**config.mk**
```make
export PLATFORM = sky130hd
export DESIGN_NAME = regfile_cmd_ctrl
export DESIGN_NICKNAME = d
export VERILOG_FILES = /design/src/rtl/regfile_cmd_pkg.sv /design/src/rtl/regfile_cmd_ctrl.sv
export SDC_FILE = /design/constraint.sdc
export NUM_CORES = 1
export LEC_CHECK = 0
export BUFFER_PORTS_ARGS = -buffer_cell sky130_fd_sc_hd__buf_2
export CORE_MARGIN = 5
export CORE_UTILIZATION = 53
export CTS_CLUSTER_DIAMETER = 30
export CTS_CLUSTER_SIZE = 25
export DETAILED_ROUTE_END_ITERATION = 10
export HOLD_SLACK_MARGIN = 0.03
export PLACE_DENSITY_LB_ADDON = 0.3
export SYNTH_ARGS = -nofsm -noshare
export SYNTH_HDL_FRONTEND = slang
export SYNTH_SLANG_ARGS = --single-unit
```
**constraint.sdc**
```tcl
create_clock -name clk -period 3.3 [get_ports clk]
set_input_delay 0.165 -clock clk [delete_from_list [all_inputs] [get_ports clk]]
set_output_delay 0.165 -clock clk [all_outputs]
set_load 0.05 [all_outputs]
```
**src/rtl/regfile_cmd_pkg.sv**
```systemverilog
// Shared constants for the UART-driven register file command controller.
// Opcodes, default widths and FSM state encoding.
package regfile_cmd_pkg;

  localparam int WIDTH      = 8;
  localparam int ADDR_BITS  = 4;
  localparam int RD_TIMEOUT = 4;

  localparam logic [7:0] CMD_WR = 8'hAA;
  localparam logic [7:0] CMD_RD = 8'hBB;

  typedef enum logic [2:0] {
    IDLE    = 3'd0,
    WR_ADDR = 3'd1,
    WR_DATA = 3'd2,
    WR_EXEC = 3'd3,
    RD_ADDR = 3'd4,
    RD_EXEC = 3'd5,
    RD_WAIT = 3'd6,
    TX_HOLD = 3'd7
  } state_t;

endpackage

```
**src/rtl/regfile_cmd_ctrl.sv**
```systemverilog
// Byte-stream command parser driving register file write/read strobes
// and returning read data to the UART TX path over valid/ready.
module regfile_cmd_ctrl
  import regfile_cmd_pkg::*;
#(
  parameter int               WIDTH      = regfile_cmd_pkg::WIDTH,
  parameter int               ADDR_BITS  = regfile_cmd_pkg::ADDR_BITS,
  parameter logic [WIDTH-1:0] CMD_WR     = regfile_cmd_pkg::CMD_WR,
  parameter logic [WIDTH-1:0] CMD_RD     = regfile_cmd_pkg::CMD_RD,
  parameter int               RD_TIMEOUT = regfile_cmd_pkg::RD_TIMEOUT
) (
  input  logic                 clk,
  input  logic                 rst,
  input  logic [WIDTH-1:0]     rx_data,
  input  logic                 rx_valid,
  output logic [ADDR_BITS-1:0] rf_address,
  output logic                 rf_wr_en,
  output logic                 rf_rd_en,
  output logic [WIDTH-1:0]     rf_wr_data,
  input  logic [WIDTH-1:0]     rf_rd_data,
  input  logic                 rf_rd_valid,
  output logic [WIDTH-1:0]     tx_data,
  output logic                 tx_valid,
  input  logic                 tx_ready,
  output logic                 busy,
  output logic                 cmd_err
);

  localparam int CW = $clog2(RD_TIMEOUT + 1);
  localparam logic [CW-1:0] TO_LAST = CW'(RD_TIMEOUT - 1);

  state_t               state, state_d;
  logic [CW-1:0]        cnt, cnt_d;
  logic [ADDR_BITS-1:0] addr_d;
  logic [WIDTH-1:0]     wdata_d, txd_d;
  logic                 wr_d, rd_d, txv_d, err_d;

  always_comb begin
    state_d = state;
    cnt_d   = cnt;
    addr_d  = rf_address;
    wdata_d = rf_wr_data;
    txd_d   = tx_data;
    txv_d   = tx_valid;
    wr_d    = 1'b0;
    rd_d    = 1'b0;
    err_d   = 1'b0;
    case (state)
      IDLE: begin
        if (rx_valid) begin
          if (rx_data == CMD_WR)
            state_d = WR_ADDR;
          else if (rx_data == CMD_RD)
            state_d = RD_ADDR;
          else
            err_d = 1'b1;
        end
      end
      WR_ADDR, RD_ADDR: begin
        if (rx_valid) begin
          addr_d = rx_data[ADDR_BITS-1:0];
          if (rx_data[WIDTH-1:ADDR_BITS] != '0) begin
            err_d   = 1'b1;
            state_d = IDLE;
          end else if (state == WR_ADDR) begin
            state_d = WR_DATA;
          end else begin
            state_d = RD_EXEC;
            rd_d    = 1'b1;
          end
        end
      end
      WR_DATA: begin
        if (rx_valid) begin
          wdata_d = rx_data;
          wr_d    = 1'b1;
          state_d = WR_EXEC;
        end
      end
      WR_EXEC: begin
        err_d   = rx_valid;
        state_d = IDLE;
      end
      RD_EXEC: begin
        err_d   = rx_valid;
        cnt_d   = '0;
        state_d = RD_WAIT;
      end
      RD_WAIT: begin
        err_d = rx_valid;
        if (rf_rd_valid) begin
          txd_d   = rf_rd_data;
          txv_d   = 1'b1;
          state_d = TX_HOLD;
        end else if (cnt >= TO_LAST) begin
          err_d   = 1'b1;
          state_d = IDLE;
        end else begin
          cnt_d = cnt + 1'b1;
        end
      end
      TX_HOLD: begin
        err_d = rx_valid;
        if (tx_ready) begin
          txv_d   = 1'b0;
          state_d = IDLE;
        end
      end
      default: state_d = IDLE;
    endcase
  end

  // Strobes are registered from the next state so they line up with EXEC.
  always_ff @(posedge clk) begin
    if (rst) begin
      state      <= IDLE;
      cnt        <= '0;
      rf_address <= '0;
      rf_wr_data <= '0;
      rf_wr_en   <= 1'b0;
      rf_rd_en   <= 1'b0;
      tx_data    <= '0;
      tx_valid   <= 1'b0;
      busy       <= 1'b0;
      cmd_err    <= 1'b0;
    end else begin
      state      <= state_d;
      cnt        <= cnt_d;
      rf_address <= addr_d;
      rf_wr_data <= wdata_d;
      rf_wr_en   <= wr_d;
      rf_rd_en   <= rd_d;
      tx_data    <= txd_d;
      tx_valid   <= txv_d;
      busy       <= (state_d != IDLE);
      cmd_err    <= err_d;
    end
  end

endmodule

```
After elaboration in Yosys (flattened, before gate mapping)

Cells that the tools add are included.

Register bits after elaboration: 31
Bits of input ports: 21
Output and inout port bits: 25

Add/sub/neg operators: 1
Order comparisons: 1
Equal/unequal tests: 13
Muxes and demuxes: 27
Bitwise operators: 3
Reductions and logical operators: 14

Operators with widths:

| cell                                                              | number |
|---|---|
| two-way mux 3 bit                                                 | 12 |
| case mux 3 bit (7 select lines)                                   | 1 |
| == test 8 bit, second input constant                              | 2 |
| == test 3 bit, second input constant                              | 4 |
| two-way mux 1 bit                                                 | 11 |
| != test 2 bit, second input constant                              | 4 |
| == test 3 x 2 -> 1 bit, second input constant                     | 2 |
| case mux 3 bit (2 select lines)                                   | 1 |
| AND reduction 2 bit                                               | 3 |
| AND reduction 3 bit                                               | 2 |
| case mux 1 bit (4 select lines)                                   | 1 |
| nonzero test 2 bit                                                | 2 |
| nonzero test 4 bit                                                | 1 |
| OR reduction 2 bit                                                | 2 |
| OR reduction 4 bit                                                | 1 |
| adder 3 x 1 -> 3 bit, second input constant                       | 1 |
| == test 3 x 1 -> 1 bit, second input constant                     | 1 |
| greater-or-equal comparator 3 x 2 -> 1 bit, second input constant | 1 |
| logical NOT 3 bit                                                 | 1 |
| NOT 1 bit                                                         | 3 |
| nonzero test 3 bit                                                | 1 |
| OR reduction 3 bit                                                | 1 |
| case mux 1 bit (2 select lines)                                   | 1 |

Longest topological paths before layout

Depth in word-level cells: 6
Gate-level depth with buffers: 6

Worst setup path before layout

OpenSTA, ideal clock, no wires.

Path kind: register to register
Start point: register cnt[0]
End point: register busy
Arrival: 1535 ps
Path slack: 1685 ps
Stages on the path, launching flop included: 7
Path buffers: 0
Period minus slack after synthesis: 1615 ps
Cells stage by stage: dfxtp_1 > ha_1 > ha_1 > a211oi_1 > nor2_1 > a2111o_1 > o2111ai_2

Cells in the longest elaborated chain, start to end: 5

RTL lines:

| item                                       | RTL line                | source |
|---|---|---|
| start, declared                            | regfile_cmd_ctrl.sv:33  | `logic [CW-1:0] cnt, cnt_d;` |
| start signal, assigned                     | regfile_cmd_ctrl.sv:128 | `cnt <= cnt_d;` |
| greater-or-equal comparator 3 x 2 -> 1 bit | regfile_cmd_ctrl.sv:95  | `end else if (cnt >= TO_LAST) begin` |
| two-way mux 3 bit                          | regfile_cmd_ctrl.sv:95  |  |
| two-way mux 3 bit                          | regfile_cmd_ctrl.sv:91  | `if (rf_rd_valid) begin` |
| case mux 3 bit (7 select lines)            | regfile_cmd_ctrl.sv:48  | `case (state)` |
| nonzero test 3 bit                         | regfile_cmd_ctrl.sv:135 | `busy <= (state_d != IDLE);` |
| end signal, assigned                       | regfile_cmd_ctrl.sv:135 |  |
| end, declared                              | regfile_cmd_ctrl.sv:25  | `output logic busy,` |

No other way between the ends.
A chain may end at the register's enable or synchronous reset.

Worst setup path after layout

Start point: register cnt[0]
End point: register cnt[2]

Cells in the longest elaborated chain, start to end: 4
Elaborated cells on any way between the ends: 7

RTL lines:

| item                            | RTL line               | source |
|---|---|---|
| adder 3 x 1 -> 3 bit            | regfile_cmd_ctrl.sv:99 | `cnt_d = cnt + 1'b1;` |
| two-way mux 3 bit               | regfile_cmd_ctrl.sv:95 |  |
| two-way mux 3 bit               | regfile_cmd_ctrl.sv:91 |  |
| case mux 3 bit (2 select lines) | regfile_cmd_ctrl.sv:48 |  |

Several ways; a longest one is shown, not always the timed one. The select of a mux whose other input is x is not followed.

==> impl_metrics.ini <==
[synth]
synthArstFlopShare_pct = 0
ys_ff_latch = 31
synth_compound_area_share_pct = 15.9
syn_area_per_cell_um2 = 8.26
ys_types = 40
ys.warnings.count = 0
syn_area_um2 = 1410
syn_inst = 171
synth_ff_type = dfxtp_1
muxShareOfSynthArea_pct = 5.14
ys_seq_area_share_pct = 43.9
synthXorXnorAreaFrac_pct = 1.24
yosys.area_share.simple_pct = 27.6
synthAdderAreaFrac_pct = 1.77
synth_edf_count = 0
synth_top_family_by_area = simple AND/OR/NAND/NOR gates
synth_top_cell_by_area = dfxtp_1
synth_nets = 194
yosys.area.top_type_share_pct = 43.9
synthTopCellsByArea = dfxtp_1 44%, nand2_1 11%, a21oi_1 7.1%

[sta]
fin_crit_sh_pct = 54.4
rsz0062_at_grt = false
setup_viol = 0
period_needed_ns = 1.79
fmax_ghz = 0.557
holdWs_ns = 0.0545
worstMarginPinSlew_ns = 0.585
clock_skew_ns = 0.00869
finalHoldViolCount = 0
drv_slew = 0
tns_ns = 0
relSlewSlack_pct = 61.0

[worst_setup_path]
arrival_ns = 2.02
crit_path_end_kind = flip-flop
cp_max_fo = 4
worstPathRequired_ns = 3.52
path_class = flip-flop to flip-flop
critPathLaunchType = flip-flop

[layout]
antenna_cells = 0
nets = 237
fillers = 216
layout-drive-gt1-share_pct = 27.9
register_area_um2 = 621
final_cells = 245
multi_input_area_um2 = 731
area.growth.synth_to_final_pct = 21.7
final_area_um2 = 1720

[clock_tree]
cts.sinks = 31
hold_buffers = 0
cts_max_path_buffers = 2
clk_latency_ns = 0.33
cts_setup_buffers = 0
h-tree-depth = 2
cts_tree = done
path_clk_slew_ns = 0.10
cts-root-buf = clkbuf_4
cts_made_buffers = 5
cts.repair.resized = 0

[power_and_ir_drop]
clkPwrFrac_pct = 42.6
power_density_nw_per_um2 = 419
peakVddDrop_uv = 391
switching_share_pct = 21.2
power_frac_seq_pct = 52.1
finalPower_uw = 721
power_switching_uw = 153
p_leak_uw = 0.000782
p_comb_share_pct = 5.4
p_int_uw = 568

[detailed_routing]
via_count = 1313
vias_per_cell = 5.36
ant_nets = 0
first_pass_iters = 4
drc = 0
drt_wl_total_um = 3280
wl_per_cell_um = 13.4
drt_iter0_drc = 71

[grt]
grt_max_degree = 34
groute.usage.overall_pct = 18.9
grt_pass1_vias = 1246
grt_antenna_before_repair = 0
grt_pass1_wl_um = 5220
grt_overflow = 0

[place]
gp_congestion = 0.811
place_inst = 237
portBuffers = 45
dp_hpwl_um = 2530
placed_area_um2 = 1630

[flow_run]
max_cap_viol_count = 0

[outcome]
outcome = complete, no violations

[die]
die_x_um = 61.6
initial_utilization_pct = 56.0
die_y_um = 61.6
ios = 46
rows = 18
coreArea_um2 = 2520
die_area_um2 = 3800

[hold_path]
hp-class = primary input to flip-flop
[placed cells by master, fill, tap and decap left out, types with 2 or more instances in the layout]
| cell type | n |
|---|---|
| a21oi_1 | 20 |
| buf_2 | 45 |
| clkbuf_4 | 5 |
| dfxtp_1 | 31 |
| ha_1 | 2 |
| inv_1 | 5 |
| mux2_2 | 2 |
| mux2i_1 | 5 |
| nand2_1 | 41 |
| nand2b_1 | 4 |
| nand3_1 | 6 |
| nand4b_1 | 2 |
| nor2_1 | 11 |
| nor2b_1 | 5 |
| nor3_1 | 3 |
| o21ai_0 | 2 |
| xor2_1 | 2 |
[cells in the mapped netlist (all sizes together) (2+ instances only)]
library cell  number
ha                 2
nand4b             2
nor2              11
a21oi             20
nand2             41
nand3              6
dfxtp             31
nor3               4
o21ai              2
buf                6
clkbuf             3
mux2i              5
xor2               2
inv                5
nand2b             4
nor2b              5
mux2               2
[logic make-up (layout without fill, tap and decap cells)]
logic type | Yosys count | count (layout)
compound gates | 35 | 35
xor+xnor | 2 | 2
fa+ha+maj | 2 | 2
buf+inv | 14 | 58
flops | 31 | 31
mux | 7 | 7
simple gates | 80 | 80
[power by group through the flow]
stage / clock [uW] / sequential, uW / combinational, uW
after global routing: 332 / 375 / 42.3
after CTS: 312 / 375 / 38.7
final: 307 / 375 / 38.7
after detailed placement: 0 / 384 / 38.5
after global placement: 0 / 384 / 37.6
after floorplan: 0 / 387 / 13.0
[worst max-delay path, stage by stage (launching register included)]
cell	delay, ns
dfxtp_1	0.35
ha_1	0.20
ha_1	0.18
a211oi_1	0.33
a31o_2	0.21
nand2_1	0.10
mux2_2	0.32
[state kept, by name, summed over array words and instances, names as in the netlist]
register / flops
rf_wr_en: 1
rf_wr_data: 8
tx_data: 8
rf_address: 4
busy: 1
cmd_err: 1
rf_rd_en: 1
cnt: 3
tx_valid: 1
state: 3
[worst paths after layout]
path                              start                    endpoint  slack [ns]  cells past startpoint
min reg2reg  rf_wr_data[5]$_SDFFE_PP0P_  rf_wr_data[5]$_SDFFE_PP0P_        0.46                      2
max                 cnt[0]$_SDFFE_PP0P_         cnt[2]$_SDFFE_PP0P_        1.51                      6
min                       rf_rd_data[6]     tx_data[6]$_SDFFE_PP0P_        0.05                      3
max reg2reg         cnt[0]$_SDFFE_PP0P_         cnt[2]$_SDFFE_PP0P_        1.51                      6
[per-layer routing]
layer | vias up | global-route usage (%) | part of all wire (%)
li1 | 675 | - | -
met1 | 590 | 21.9 | 43
met2 | 41 | 31.2 | 49
met3 | 7 | 6.29 | 6.2
met4 | 0 | 9.09 | 1.8
met5 | - | 0 | 0
[area by class of cell]
type,count,area share [%]
sequential,31,36.1
tap,30,2.18
timing repair buffer,45,13.1
multi-input combinational,126,42.5
inverter,5,1.09
clock inverter,2,2.04
clock buffer,6,2.98
[per-stage QoR]
stage               setup WS (ns)  util (%)
detailed placement           1.51      64.7
floorplan                    1.68         -
global route                 1.39      68.2
finish                       1.51      68.2
global placement             1.62      64.7
CTS                          1.50      68.2
No activity file was read; power rests on OpenSTA's default activity.
